$ cat src/rtl/rot_cipher_stream.sv
// Streaming ROT-N cipher: transforms a byte-counted protected region of an ASCII
// stream, LANES bytes per beat, with a single registered valid/ready output stage.
module rot_cipher_stream #(
  parameter int LANES       = 4,
  parameter int KEY_DEFAULT = 13,
  parameter int CNT_W       = 16
) (
  input  logic               clk,
  input  logic               rst_n,
  input  logic               cfg_start,
  input  logic [4:0]         cfg_key,
  input  logic               cfg_decrypt,
  input  logic [CNT_W-1:0]   cfg_len,
  input  logic               s_valid,
  output logic               s_ready,
  input  logic [8*LANES-1:0] s_data,
  input  logic [LANES-1:0]   s_keep,
  output logic               m_valid,
  input  logic               m_ready,
  output logic [8*LANES-1:0] m_data,
  output logic [LANES-1:0]   m_keep,
  output logic               busy,
  output logic               done,
  output logic [CNT_W-1:0]   bytes_left
);

  // Handshake: a beat moves when valid & ready are both high at a rising edge;
  // valid never waits on ready, and m_data/m_keep hold while m_valid & !m_ready.

  localparam logic [4:0] KEY_RST = 5'(KEY_DEFAULT % 26);

  typedef enum logic {IDLE, PROT} state_t;

  state_t             state_q, state_d;
  logic [4:0]         key_q, key_d;
  logic               dec_q, dec_d;
  logic [CNT_W-1:0]   bytes_left_q, bytes_left_d;
  logic               done_q, done_d;
  logic               m_valid_q, m_valid_d;
  logic [8*LANES-1:0] m_data_q, m_data_d;
  logic [LANES-1:0]   m_keep_q, m_keep_d;

  logic               accept;
  logic [4:0]         rot_off;
  logic [CNT_W-1:0]   seen;
  logic [CNT_W-1:0]   xform_cnt;
  logic [8*LANES-1:0] beat_data;

  // Rotate one letter forward by off (0..25) within its own case.
  function automatic logic [7:0] rot_byte(input logic [7:0] b, input logic [4:0] off);
    logic [7:0] base;
    logic       alpha;
    logic [4:0] idx;
    logic [5:0] sum;
    base  = 8'h00;
    alpha = 1'b0;
    if (b >= 8'h41 && b <= 8'h5A) begin
      base  = 8'h41;
      alpha = 1'b1;
    end else if (b >= 8'h61 && b <= 8'h7A) begin
      base  = 8'h61;
      alpha = 1'b1;
    end
    idx = 5'(b - base);
    sum = {1'b0, idx} + {1'b0, off};
    if (sum >= 6'd26) sum = sum - 6'd26;
    return alpha ? (base + {3'b000, sum[4:0]}) : b;
  endfunction

  assign s_ready    = !m_valid_q || m_ready;
  assign accept     = s_valid && s_ready;
  assign m_valid    = m_valid_q;
  assign m_data     = m_data_q;
  assign m_keep     = m_keep_q;
  assign busy       = (state_q == PROT);
  assign done       = done_q;
  assign bytes_left = bytes_left_q;

  // Decrypt is a forward rotation by the complement of the key.
  assign rot_off = dec_q ? ((key_q == 5'd0) ? 5'd0 : (5'd26 - key_q)) : key_q;

  always_comb begin
    state_d      = state_q;
    key_d        = key_q;
    dec_d        = dec_q;
    bytes_left_d = bytes_left_q;
    done_d       = 1'b0;
    m_valid_d    = m_valid_q;
    m_data_d     = m_data_q;
    m_keep_d     = m_keep_q;
    seen         = '0;
    xform_cnt    = '0;
    beat_data    = s_data;

    // Kept lanes are counted in lane order; only those still inside the region rotate.
    for (int i = 0; i < LANES; i++) begin
      if (s_keep[i]) begin
        if (state_q == PROT && seen < bytes_left_q) begin
          beat_data[8*i +: 8] = rot_byte(s_data[8*i +: 8], rot_off);
          xform_cnt           = xform_cnt + CNT_W'(1);
        end
        seen = seen + CNT_W'(1);
      end
    end

    if (accept) begin
      m_valid_d = 1'b1;
      m_data_d  = beat_data;
      m_keep_d  = s_keep;
    end else if (m_ready) begin
      m_valid_d = 1'b0;
    end

    case (state_q)
      IDLE: begin
        if (cfg_start) begin
          key_d = (cfg_key >= 5'd26) ? (cfg_key - 5'd26) : cfg_key;
          dec_d = cfg_decrypt;
          if (cfg_len != '0) begin
            state_d      = PROT;
            bytes_left_d = cfg_len;
          end else begin
            done_d = 1'b1;
          end
        end
      end
      PROT: begin
        if (accept) begin
          bytes_left_d = bytes_left_q - xform_cnt;
          if (xform_cnt == bytes_left_q) begin
            state_d = IDLE;
            done_d  = 1'b1;
          end
        end
      end
      default: state_d = IDLE;
    endcase
  end

  always_ff @(posedge clk or negedge rst_n) begin
    if (!rst_n) begin
      state_q      <= IDLE;
      key_q        <= KEY_RST;
      dec_q        <= 1'b1;
      bytes_left_q <= '0;
      done_q       <= 1'b0;
      m_valid_q    <= 1'b0;
      m_data_q     <= '0;
      m_keep_q     <= '0;
    end else begin
      state_q      <= state_d;
      key_q        <= key_d;
      dec_q        <= dec_d;
      bytes_left_q <= bytes_left_d;
      done_q       <= done_d;
      m_valid_q    <= m_valid_d;
      m_data_q     <= m_data_d;
      m_keep_q     <= m_keep_d;
    end
  end

endmodule

$ cat config.mk
export PLATFORM = sky130hd
export DESIGN_NAME = rot_cipher_stream
export DESIGN_NICKNAME = d
export VERILOG_FILES = /design/src/rtl/rot_cipher_stream.sv
export SDC_FILE = /design/constraint.sdc
export NUM_CORES = 1
export LEC_CHECK = 0
export ABC_AREA = 1
export BUFFER_PORTS_ARGS = -buffer_cell sky130_fd_sc_hd__buf_2
export CAP_MARGIN = 20
export CORE_UTILIZATION = 45
export CTS_CLUSTER_SIZE = 28
export DETAILED_ROUTE_END_ITERATION = 12
export GPL_TIMING_DRIVEN = 1
export PLACE_DENSITY = 0.8
export SYNTH_ARGS = -nofsm -noshare
export SYNTH_HDL_FRONTEND = slang
export SYNTH_SLANG_ARGS = --single-unit
$ cat constraint.sdc
create_clock -name clk -period 3.8 [get_ports clk]
set_input_delay 0.95 -clock clk [delete_from_list [all_inputs] [get_ports clk]]
set_output_delay 0.95 -clock clk [all_outputs]
set_load 0.02 [all_outputs]
==> results of run 1 <==
-- area by class of cell --
type	count	area, µm²	share of cell area (%)
multi-input cells	702	5110	51.8
repair buffers	314	2170	22.1
flip-flops and latches	61	1540	15.6
inverters	135	531	5.38
clock buffers	11	253	2.56
well taps	176	220	2.23
clock inverters	5	35.0	0.355
diodes	1	2.50	0.0254
-- routing by layer --
metal  share of wire [%]  wire, µm  GRT usage, %
met1                  38      9110          32.8
met3                 6.3      1510          4.98
met5                   0         0             0
met2                  49     11900          47.7
met4                 6.7      1610          11.0
-- worst max-delay path, delay by kind of cell, from the launching register on --
family,cells,cell delay [ns]
flip-flops,1,0.41
multiplexers,1,0.19
adder cells (fa/ha/maj),4,1.00
buffers and inverters,6,0.45
AO/OA/AOI/OAI,4,0.49
AND/OR/NAND/NOR,14,1.47
-- what timing repair did --
item / CTS / global route
pin swaps: 9 / 123
setup buffers: 4 / 23
cloned: 0 / 0
resized for setup: 15 / 237
endpoints found under the setup margin: 17 / 39
-- worst max path at each step --
stage                                 endpoint  slack [ns]  cells past startpoint
floorplan           bytes_left[15]$_DFFE_PN0P_       -0.08                     25
global placement    bytes_left[15]$_DFFE_PN0P_       -0.39                     23
detailed placement  bytes_left[14]$_DFFE_PN0P_       -0.51                     20
CTS                 bytes_left[15]$_DFFE_PN0P_       -0.13                     30
global route        bytes_left[13]$_DFFE_PN0P_       -0.48                     28
finish              bytes_left[11]$_DFFE_PN0P_       -0.30                     29
-- sequential cells by signal (all words and copies together) (netlist names) --
register and count:
dec_q 1, bytes_left 16, m_valid 1, done 1, key_q 5, m_data 32
m_keep 4, busy 1
-- through the flow --
step	cell area (µm²)	cells	hold WS, ns
2_1_floorplan	6350	912	0.490
3_3_place_gp	8380	1361	0.459
3_5_place_dp	8380	1361	0.461
4_1_cts	8760	1381	0.475
5_1_grt	9860	1405	0.483
6_report	9860	1405	0.466
-- logic make-up (layout without fill, tap and decap cells) --
group / after synthesis / after routing / synth area share (%)
compound gates: 149 / 149 / 14.4
fa+ha+maj: 56 / 56 / 12.0
other cells: 0 / 1 / 0
simple gates: 468 / 468 / 35.4
flops: 61 / 61 / 24.9
mux: 1 / 1 / 0.163
buf+inv: 149 / 465 / 9.09
xor+xnor: 28 / 28 / 4.11
-- placed cells by master, fill, tap and decap left out, types with 4 or more instances in the layout --
master	n
nand3b_1	12
o22ai_1	6
o21ai_1	22
nand2_1	190
buf_4	187
nor4_1	4
nor2_2	10
nor3_1	5
clkbuf_16	9
dfstp_2	4
nand3_4	9
ha_1	19
nand2_2	51
o211ai_1	8
o21ai_2	7
dfrtp_2	7
nand4_1	16
nor2_4	20
buf_2	106
inv_1	92
fa_2	5
ha_4	25
a21oi_1	27
buf_6	18
inv_2	38
nand2_4	12
a21oi_2	18
nand3_1	44
xor2_1	19
nor2_1	58
nand3_2	26
ha_2	7
o21ai_0	37
dfrtp_1	50
-- power by group --
part	internal (µW)	switching, µW	total, µW
combinational	3890	5330	9220
clock	476	331	807
sequential	870	158	1030
==> summary.txt, run 1 <==
Layout
  • Final core occ: approximately three quarters
  • Nets@finish: between 1000 and 1500
  • Area growth, synth to finish: 60.3%
  • Share of cells above drive strength 1: 48.7%
  • Fillers: about 870

Placement
  • Dpl ws: -0.506 ns
  • DP HPWL: approximately 14000 µm
  • PortBufs: ~120
  • Final GP Congestion: approximately 0.9

STA
  • Setup TNS: -1.99 ns
  • Unrepaired setup endpoints after global routing: true
  • Setup WS post-layout: -0.305 ns
  • Tmin final: around 4.1 ns
  • Worst Tran Pin Value: ~0.89 ns
  • Fmax: 244 MHz
  • # setup viols final: 14
  • Max_slew headroom: between 40% and 50%
  • Worst Skew: between 0.009 and 0.01 ns
  • Final period utilization: 108%
  • Final hold vios: 0
  • Slew Limit Fails: 0

Synth
  • Syn Nets: a little over 1000
  • Primary FF master, synth: dfrtp_1
  • Synth cell count leaders: 228 x nand2_1, 122 x inv_1, 78 x nor2_1
  • Yosys warns: 0
  • Number of synthesized flops with an enable pin: 0
  • Cell taking the most area after synthesis: dfrtp_1
  • Post-Syn Area per Cell: just under 7 µm²
  • Cell count after synthesis: 912
  • Most frequent cell after synthesis: nand2_1
  • Yosys top cell area share: between 20 and 25%
  • Yosys reg bits: 61
  • Sequential-to-total area share from yosys stat: 24.9%
  • Synth Cell Area: around 6000 µm²
  • Top cells by area, synth: dfrtp_1 23%, nand2_1 14%, ha_1 10%
  • Async set or reset register ratio after synthesis: 100%
  • Cell variety after synth: between 50 and 60

Pwr
  • PD cells: ~1100 nW/µm²
  • Static leakage: between 0.004 and 0.005 µW
  • Total power: around 11000 µW
  • Peak VDD IR: between 600 and 700 µV

Clock network
  • CTS tree: built
  • Htree depth: 3
  • CTS max path bufs: 2
  • Clk Latency, worst-skew pair: 0.36 ns
  • Root buffer cell: clkbuf_16
  • Num CTS Buffers: 9
  • Clk slew on worst S/H paths: roughly 0.06 ns
  • Clock sinks: slightly above 60
  • Hold buffers post-CTS: 0

Global routing
  • Overflow after GRT: 0
  • Largest net degree at the start of global routing: 62
  • Vias in the first global route: 6858
  • Global-route wire length before repair: ~31000 µm
  • Initial antenna violation count: 1
  • Gr usage total: a little over a quarter

Worst setup path
  • Reg2Reg Depth: 29
  • Worst reg2reg startpoint: bytes_left[4]$_DFFE_PN0P_
  • Reg-to-Reg End: bytes_left[11]$_DFFE_PN0P_
  • Setup crit start kind: flop
  • Data required, critical path: about 4.0 ns
  • Max FO, Critical Path: 3
  • R2R setup slack: -0.30 ns
  • Most frequent CP cell: nand2_1
  • CP arrival: between 4 and 5 ns
  • Worst path slowest cell: dfrtp_2
  • CP endpoint kind: flop
  • WS Path Type: reg2reg
  • Slowest stage delay, CP: a little over 0.4 ns
  • Crit path launch: bytes_left[4]$_DFFE_PN0P_

Floorplan
  • Floorplan Core Area: around 13000 µm²
  • Die area: approximately 14000 µm²
  • Die Y: 119 µm
  • Initial Utilization: between 40% and 50%
  • Die X: roughly 120 µm
  • # IOs: around 120
  • Core Rows: 42

Detailed routing
  • Via count: just under 8000
  • Final ANT Viol Nets: 0
  • TritonRoute pass-1 iters: 7
  • Routed wire length: approximately 24000 µm
  • Initial DRC Count: ~600
  • DR vias/cell: 5.66
  • Remaining DRCs: 0
  • Drt wl/cell: between 15 and 20 µm

Status
  • Failing checks: setup timing
  • Status: finished with violations

Run
  • Max cap viols: 0

Hold path
  • Hold depth: 2
  • Min-delay src: m_data[14]$_DFFE_PN0P_
  • Hold Crit Endpoint: m_data[14]$_DFFE_PN0P_
  • Tightest Hold Check Type: reg2reg
No activity file was read; power rests on OpenSTA's default activity.
==> run 2: changes to the inputs <==
- clock period: 3.8 -> 3.45 ns (I/O delays scaled with it)
==> run 2 against run 1 <==
- the run still ends with setup timing left
- clock skew increased by 0.0015 ns
- clock-buffer cell count grew 1
- setup slack got worse by 0.49 ns
- critical path type unchanged
- largest cell class unchanged
- highest routed layer unchanged
==> summary.txt, run 2 (synthesis gave the netlist of run 1 again) <==
STA
  • Final period utilization: 123% (+15 points)
  • Fmax: 236 MHz (-3.3%)
  • # setup viols final: 45 (+31)
  • Unrepaired setup endpoints after global routing: true
  • Worst Skew: 0.0107 ns (+0.00150 ns)
  • Worst Tran Pin Value: 0.842 ns (-0.0513 ns)
  • Final hold vios: 0 (unchanged)
  • Tmin final: 4.25 ns (+0.140 ns)
  • Max_slew headroom: 43.9% (+3.8 points)
  • Setup WS post-layout: -0.795 ns (-0.490 ns)
  • Slew Limit Fails: 0 (unchanged)

Worst setup path
  • Worst path slowest cell: dfrtp_1
  • Max FO, Critical Path: 3 (unchanged)
  • Setup crit start kind: flop
  • Reg2Reg Depth: 29 (unchanged)
  • R2R setup slack: -0.80 ns (-0.49 ns)
  • CP arrival: 4.51 ns (+0.16 ns)
  • Slowest stage delay, CP: 0.40 ns (about the same)
  • Data required, critical path: 3.71 ns (-0.33 ns)
  • WS Path Type: reg2reg
  • Most frequent CP cell: nand2_2
  • Reg-to-Reg End: bytes_left[11]$_DFFE_PN0P_
  • Worst reg2reg startpoint: bytes_left[3]$_DFFE_PN0P_
  • CP endpoint kind: flop

Clock network
  • Root buffer cell: clkbuf_16
  • CTS max path bufs: 2 (unchanged)
  • Clk Latency, worst-skew pair: 0.37 ns (about the same)
  • CTS tree: built
  • Htree depth: 3 (unchanged)
  • Clk slew on worst S/H paths: 0.06 ns (about the same)
  • Hold buffers post-CTS: 0 (unchanged)
  • Num CTS Buffers: 9 (unchanged)
  • Clock sinks: 61 (unchanged)

Layout
  • Final Cell Area: 10800 µm² (+10%)
  • Most common cell after layout, fill and taps aside: buf_4
  • Nets@finish: 1376 (+2.5%)
  • Most frequent cells in the layout: 209 x buf_4, 165 x nand2_1, 101 x buf_2
  • Register Area: 1540 µm² (about the same)
  • Antenna cells: 0 (-1)
  • Fillers: 691 (-20%)
  • Share of cells above drive strength 1: 55.5% (+6.8 points)
  • Area growth, synth to finish: 76.3%
  • Layout Cells excl Fill: 1438 (+2.3%)
  • Final core occ: 81.6% (+7.4 points)
  • Multi-input gate area in the final layout: 5640 µm² (+10%)
  • Max reg flops: 32 (unchanged)

Run
  • Max cap viols: 0 (unchanged)

Floorplan
  • Die X: 119 µm (unchanged)
  • Core Rows: 42 (unchanged)
  • # IOs: 119 (unchanged)
  • Initial Utilization: 46.3% (unchanged)
  • Floorplan Core Area: 13300 µm² (unchanged)
  • Die area: 14100 µm² (unchanged)
  • Die Y: 119 µm (unchanged)

Detailed routing
  • Final ANT Viol Nets: 0 (unchanged)
  • Via count: 9109 (+15%)
  • DR vias/cell: 6.33 (+12%)
  • Remaining DRCs: 0 (unchanged)
  • TritonRoute pass-1 iters: 8 (+1)
  • Initial DRC Count: 1304 (+120%)
  • Drt wl/cell: 23.4 µm (+37%)
  • Routed wire length: 33700 µm (+40%)

Global routing
  • Vias in the first global route: 7949 (+16%)
  • Initial antenna violation count: 1 (unchanged)
  • Overflow after GRT: 0 (unchanged)
  • Global-route wire length before repair: 37300 µm (+20%)
  • Gr usage total: 33.4% (+6.1 points)
  • Largest net degree at the start of global routing: 57 (-8.1%)

Placement
  • Placed Instances: 1350 (-0.81%)
  • DP HPWL: 14700 µm (+4.1%)
  • Placed Instance Area: 8630 µm² (+3.0%)
  • PortBufs: 118 (unchanged)
  • Final GP Congestion: 0.903 (+1.5%)

Hold path
  • Min-delay src: m_data[22]$_DFFE_PN0P_
  • Hold depth: 2 (unchanged)
  • Hold Crit Endpoint: m_data[22]$_DFFE_PN0P_
  • Tightest Hold Check Type: reg2reg

Status
  • Failing checks: setup timing
  • Status: finished with violations
==> run 2: metal layers <==
| metal | vias to the layer above | GRT usage, % | share of wire (%) |
|---|---|---|---|
| met2 | 838 | 58.3 | 45 |
| met5 | - | 0 | 0 |
| met3 | 347 | 7.66 | 13 |
| met4 | 0 | 18.9 | 11 |
| li1 | 3679 | - | - |
| met1 | 4245 | 37.3 | 32 |
==> run 2: area by class of cell <==
| cell class | instances | share of cell area (%) |
|---|---|---|
| tap | 176 | 2.03 |
| multi-input combinational | 702 | 52.0 |
| timing repair buffer | 348 | 23.5 |
| sequential | 61 | 14.2 |
| clock buffer | 12 | 2.27 |
| clock inverter | 4 | 0.669 |
| inverter | 135 | 5.29 |
==> run 2: how the worst max path moves through the flow <==
stage                                       endpoint  slack (ns)  depth (start not counted)                       start
after CTS                 bytes_left[14]$_DFFE_PN0P_       -0.37                         26  bytes_left[10]$_DFFE_PN0P_
after floorplan           bytes_left[11]$_DFFE_PN0P_       -0.41                         28  bytes_left[12]$_DFFE_PN0P_
after global placement    bytes_left[14]$_DFFE_PN0P_       -0.58                         20                   s_keep[0]
after detailed placement  bytes_left[14]$_DFFE_PN0P_       -0.75                         22                   s_keep[0]
final                     bytes_left[11]$_DFFE_PN0P_       -0.80                         29   bytes_left[3]$_DFFE_PN0P_
after global routing      bytes_left[11]$_DFFE_PN0P_       -0.94                         29   bytes_left[3]$_DFFE_PN0P_
==> run 2: stage by stage <==
| stage | setup TNS (ns) | worst slack, ns | hold WS [ns] |
|---|---|---|---|
| after global routing | -25.89 | -0.937 | 0.497 |
| after CTS | -3.21 | -0.365 | 0.471 |
| final | -21.74 | -0.795 | 0.476 |
| after detailed placement | -21.06 | -0.752 | 0.456 |
| after global placement | -17.13 | -0.584 | 0.450 |
| after floorplan | -4.08 | -0.412 | 0.490 |
==> run 2: repair_timing <==
item                                    CTS  global route
gates resized for setup                  92           235
pin swaps                                96           184
buffers inserted                         39            33
endpoints found under the setup margin   42            45
==> run 2: worst max-delay path: cells and delay by family (launching register included) <==
| kind | cells | cell delay (ns) |
|---|---|---|
| flops | 1 | 0.40 |
| compound gates | 5 | 0.74 |
| fa+ha+maj | 4 | 1.04 |
| simple gates | 14 | 1.55 |
| buf+inv | 5 | 0.28 |
| xor+xnor | 1 | 0.13 |
Power of run 2 is not shown: default switching activity piles up to over one toggle a cycle in this logic, so the estimate is an artifact.
==> run 3: changes to the inputs <==
==> constraint.sdc (replaced) <==
create_clock -name clk -period 3.45 [get_ports clk]
set_input_delay 0.1725 -clock clk [delete_from_list [all_inputs] [get_ports clk]]
set_output_delay 0.1725 -clock clk [all_outputs]
set_load 0.02 [all_outputs]
==> run 3 against run 2 <==
- the flow still finishes with violations (setup timing)
- register-to-register slack better by 0.10 ns
- first-iteration DRC count decreased by 55%
- setup slack better by 0.10 ns
- via count down 19%
- clock-buffer cell count is 3 lower
- die area unchanged
- sequential share of layout area rose by 3.2 points
- core utilization is 15 points lower
==> summary.txt, run 3 (synthesis gave the netlist of run 1 again) <==
Worst setup path
  • Bufs and invs on worst path: 7 (+2)
  • Worst path slowest cell: dfrtp_2
  • CP endpoint kind: flop
  • WS Path Type: reg2reg
  • Cell family with most CP delay: simple AND/OR/NAND/NOR gates
  • CP arrival: 4.37 ns (-0.14 ns)
  • Max FO, Critical Path: 3 (unchanged)
  • Setup crit start kind: flop
  • Data required, critical path: 3.68 ns (-0.03 ns)
  • Slowest stage delay, CP: 0.41 ns (about the same)

Detailed routing
  • Via count: 7376 (-19%)
  • Final ANT Viol Nets: 0 (unchanged)
  • Remaining DRCs: 0 (unchanged)
  • TritonRoute pass-1 iters: 6 (-2)
  • Initial DRC Count: 586 (-55%)
  • Drt wl/cell: 15.6 µm (-33%)
  • DR vias/cell: 5.56 (-12%)
  • Routed wire length: 20800 µm (-38%)

Layout
  • Area growth, synth to finish: 43.9%
  • Most common cell after layout, fill and taps aside: nand2_1
  • Most frequent cells in the layout: 198 x nand2_1, 118 x buf_2, 107 x buf_4
  • Share of cells above drive strength 1: 39.6% (-16 points)
  • Antenna cells: 0 (unchanged)
  • Nets@finish: 1265 (-8.1%)
  • Final core occ: 66.6% (-15 points)
  • Fillers: 987 (+43%)
  • Max reg flops: 32 (unchanged)

Status
  • Failing checks: setup timing
  • Status: finished with violations

STA
  • Final period utilization: 120% (-3.0 points)
  • # setup viols final: 16 (-64%)
  • Unrepaired setup endpoints after global routing: true
  • Worst Skew: 0.00784 ns (-0.00288 ns)
  • Setup TNS: -6.76 ns (+14.98 ns)
  • Setup WS post-layout: -0.692 ns (+0.104 ns)
  • Slew Limit Fails: 0 (unchanged)
  • Worst Tran Pin Value: 0.807 ns (-0.0347 ns)
  • Tmin final: 4.14 ns (-0.104 ns)
  • Max_slew headroom: 45.9% (+2.0 points)
  • Final hold vios: 0 (unchanged)
  • Fmax: 241 MHz (+2.5%)

Clock network
  • Clk Latency, worst-skew pair: 0.34 ns (-0.03 ns)
  • Num CTS Buffers: 9 (unchanged)
  • CTS max path bufs: 2 (unchanged)
  • Clock sinks: 61 (unchanged)
  • Root buffer cell: clkbuf_16
  • Clk slew on worst S/H paths: 0.06 ns (about the same)
  • CTS tree: built
  • Htree depth: 3 (unchanged)

Pwr
  • Peak VDD IR: approximately 550 µV
  • Static leakage: roughly 0.0045 µW
  • PD cells: between 1000 and 1500 nW/µm²
  • Total power: between 10000 and 15000 µW

Global routing
  • Overflow after GRT: 0 (unchanged)
  • Global-route wire length before repair: 30300 µm (-19%)
  • Largest net degree at the start of global routing: 39 (-32%)
  • Initial antenna violation count: 1 (unchanged)
  • Gr usage total: 26.5% (-6.8 points)
  • Vias in the first global route: 6757 (-15%)

Placement
  • PortBufs: 118 (unchanged)
  • DP HPWL: 13700 µm (-7.0%)
  • Final GP Congestion: 0.866 (-4.1%)

Hold path
  • Tightest Hold Check Type: in2reg

Floorplan
  • Floorplan Core Area: 13300 µm² (unchanged)
  • Initial Utilization: 46.3% (unchanged)
  • Die X: 119 µm (unchanged)
  • Die Y: 119 µm (unchanged)
  • Die area: 14100 µm² (unchanged)
  • # IOs: 119 (unchanged)
  • Core Rows: 42 (unchanged)

Run
  • Max cap viols: 0 (unchanged)
## run 3: changes by cell type in the layout (fill, tap and decap cells not counted), moves of 21 or more
cell	before	now
nor2_1	49	70
inv_1	77	104
nand2_4	32	8
nand3_1	31	58
buf_4	209	107
nand2_1	165	198
nor2_4	34	12
## run 3: report_power, final
part	total [µW]	switching [µW]	internal (µW)
Combinational	8500	5030	3470
Clock	1000	365	636
Sequential	1130	168	958
## run 3: timing repair
item	CTS	global route
gates resized for setup	23	138
pin swaps	14	75
hold buffers	1	0
buffers inserted	11	24
endpoints found under the hold margin	23	0
setup endpoints to repair	19	45
## run 3: cell type report
cell class / count / area (µm²) / share of cell area (%)
multi-input combinational: 702 / 4730 / 53.4
clock inverter: 7 / 98.8 / 1.12
tap: 176 / 220 / 2.49
sequential: 61 / 1540 / 17.4
timing repair buffer: 237 / 1530 / 17.3
clock buffer: 9 / 225 / 2.54
inverter: 135 / 513 / 5.79
## run 3: worst paths after layout
| kind | endpoint | cells past startpoint | from | slack, ns |
|---|---|---|---|---|
| min in group asynchronous | m_data[18]$_DFFE_PN0P_ | 2 | rst_n | 0.37 |
| max in group asynchronous | bytes_left[13]$_DFFE_PN0P_ | 3 | rst_n | 2.13 |
| max | bytes_left[9]$_DFFE_PN0P_ | 30 | bytes_left[12]$_DFFE_PN0P_ | -0.69 |
| max reg2reg | bytes_left[9]$_DFFE_PN0P_ | 30 | bytes_left[12]$_DFFE_PN0P_ | -0.69 |
| min reg2reg | m_data[21]$_DFFE_PN0P_ | 2 | m_data[21]$_DFFE_PN0P_ | 0.48 |
| min | dec_q$_DFFE_PN1P_ | 3 | cfg_decrypt | 0.08 |
## run 3: metrics by stage
stage / cell area (µm²) / hold WS, ns / std cells / setup slack (ns)
after floorplan: 6230 / -0.123 / 912 / -0.431
after global placement: 7650 / 0.194 / 1280 / -0.368
after detailed placement: 7650 / 0.195 / 1280 / -0.494
after CTS: 8130 / 0.0610 / 1308 / -0.466
after global routing: 8850 / 0.0822 / 1327 / -0.885
final: 8850 / 0.0764 / 1327 / -0.692
## run 3: tightest hold or removal path, stage by stage
cell and delay, ns:
buf_2 0.09, nand2_1 0.04, o21ai_0 0.07
## run 3: routing by layer
layer / routed length [µm] / GRT usage (%) / vias to the layer above
li1: - / - / 3472
met1: 8390 / 32.7 / 3419
met2: 10100 / 45.2 / 382
met3: 1400 / 4.89 / 101
met4: 866 / 11.2 / 2
met5: 14 / 0 / -
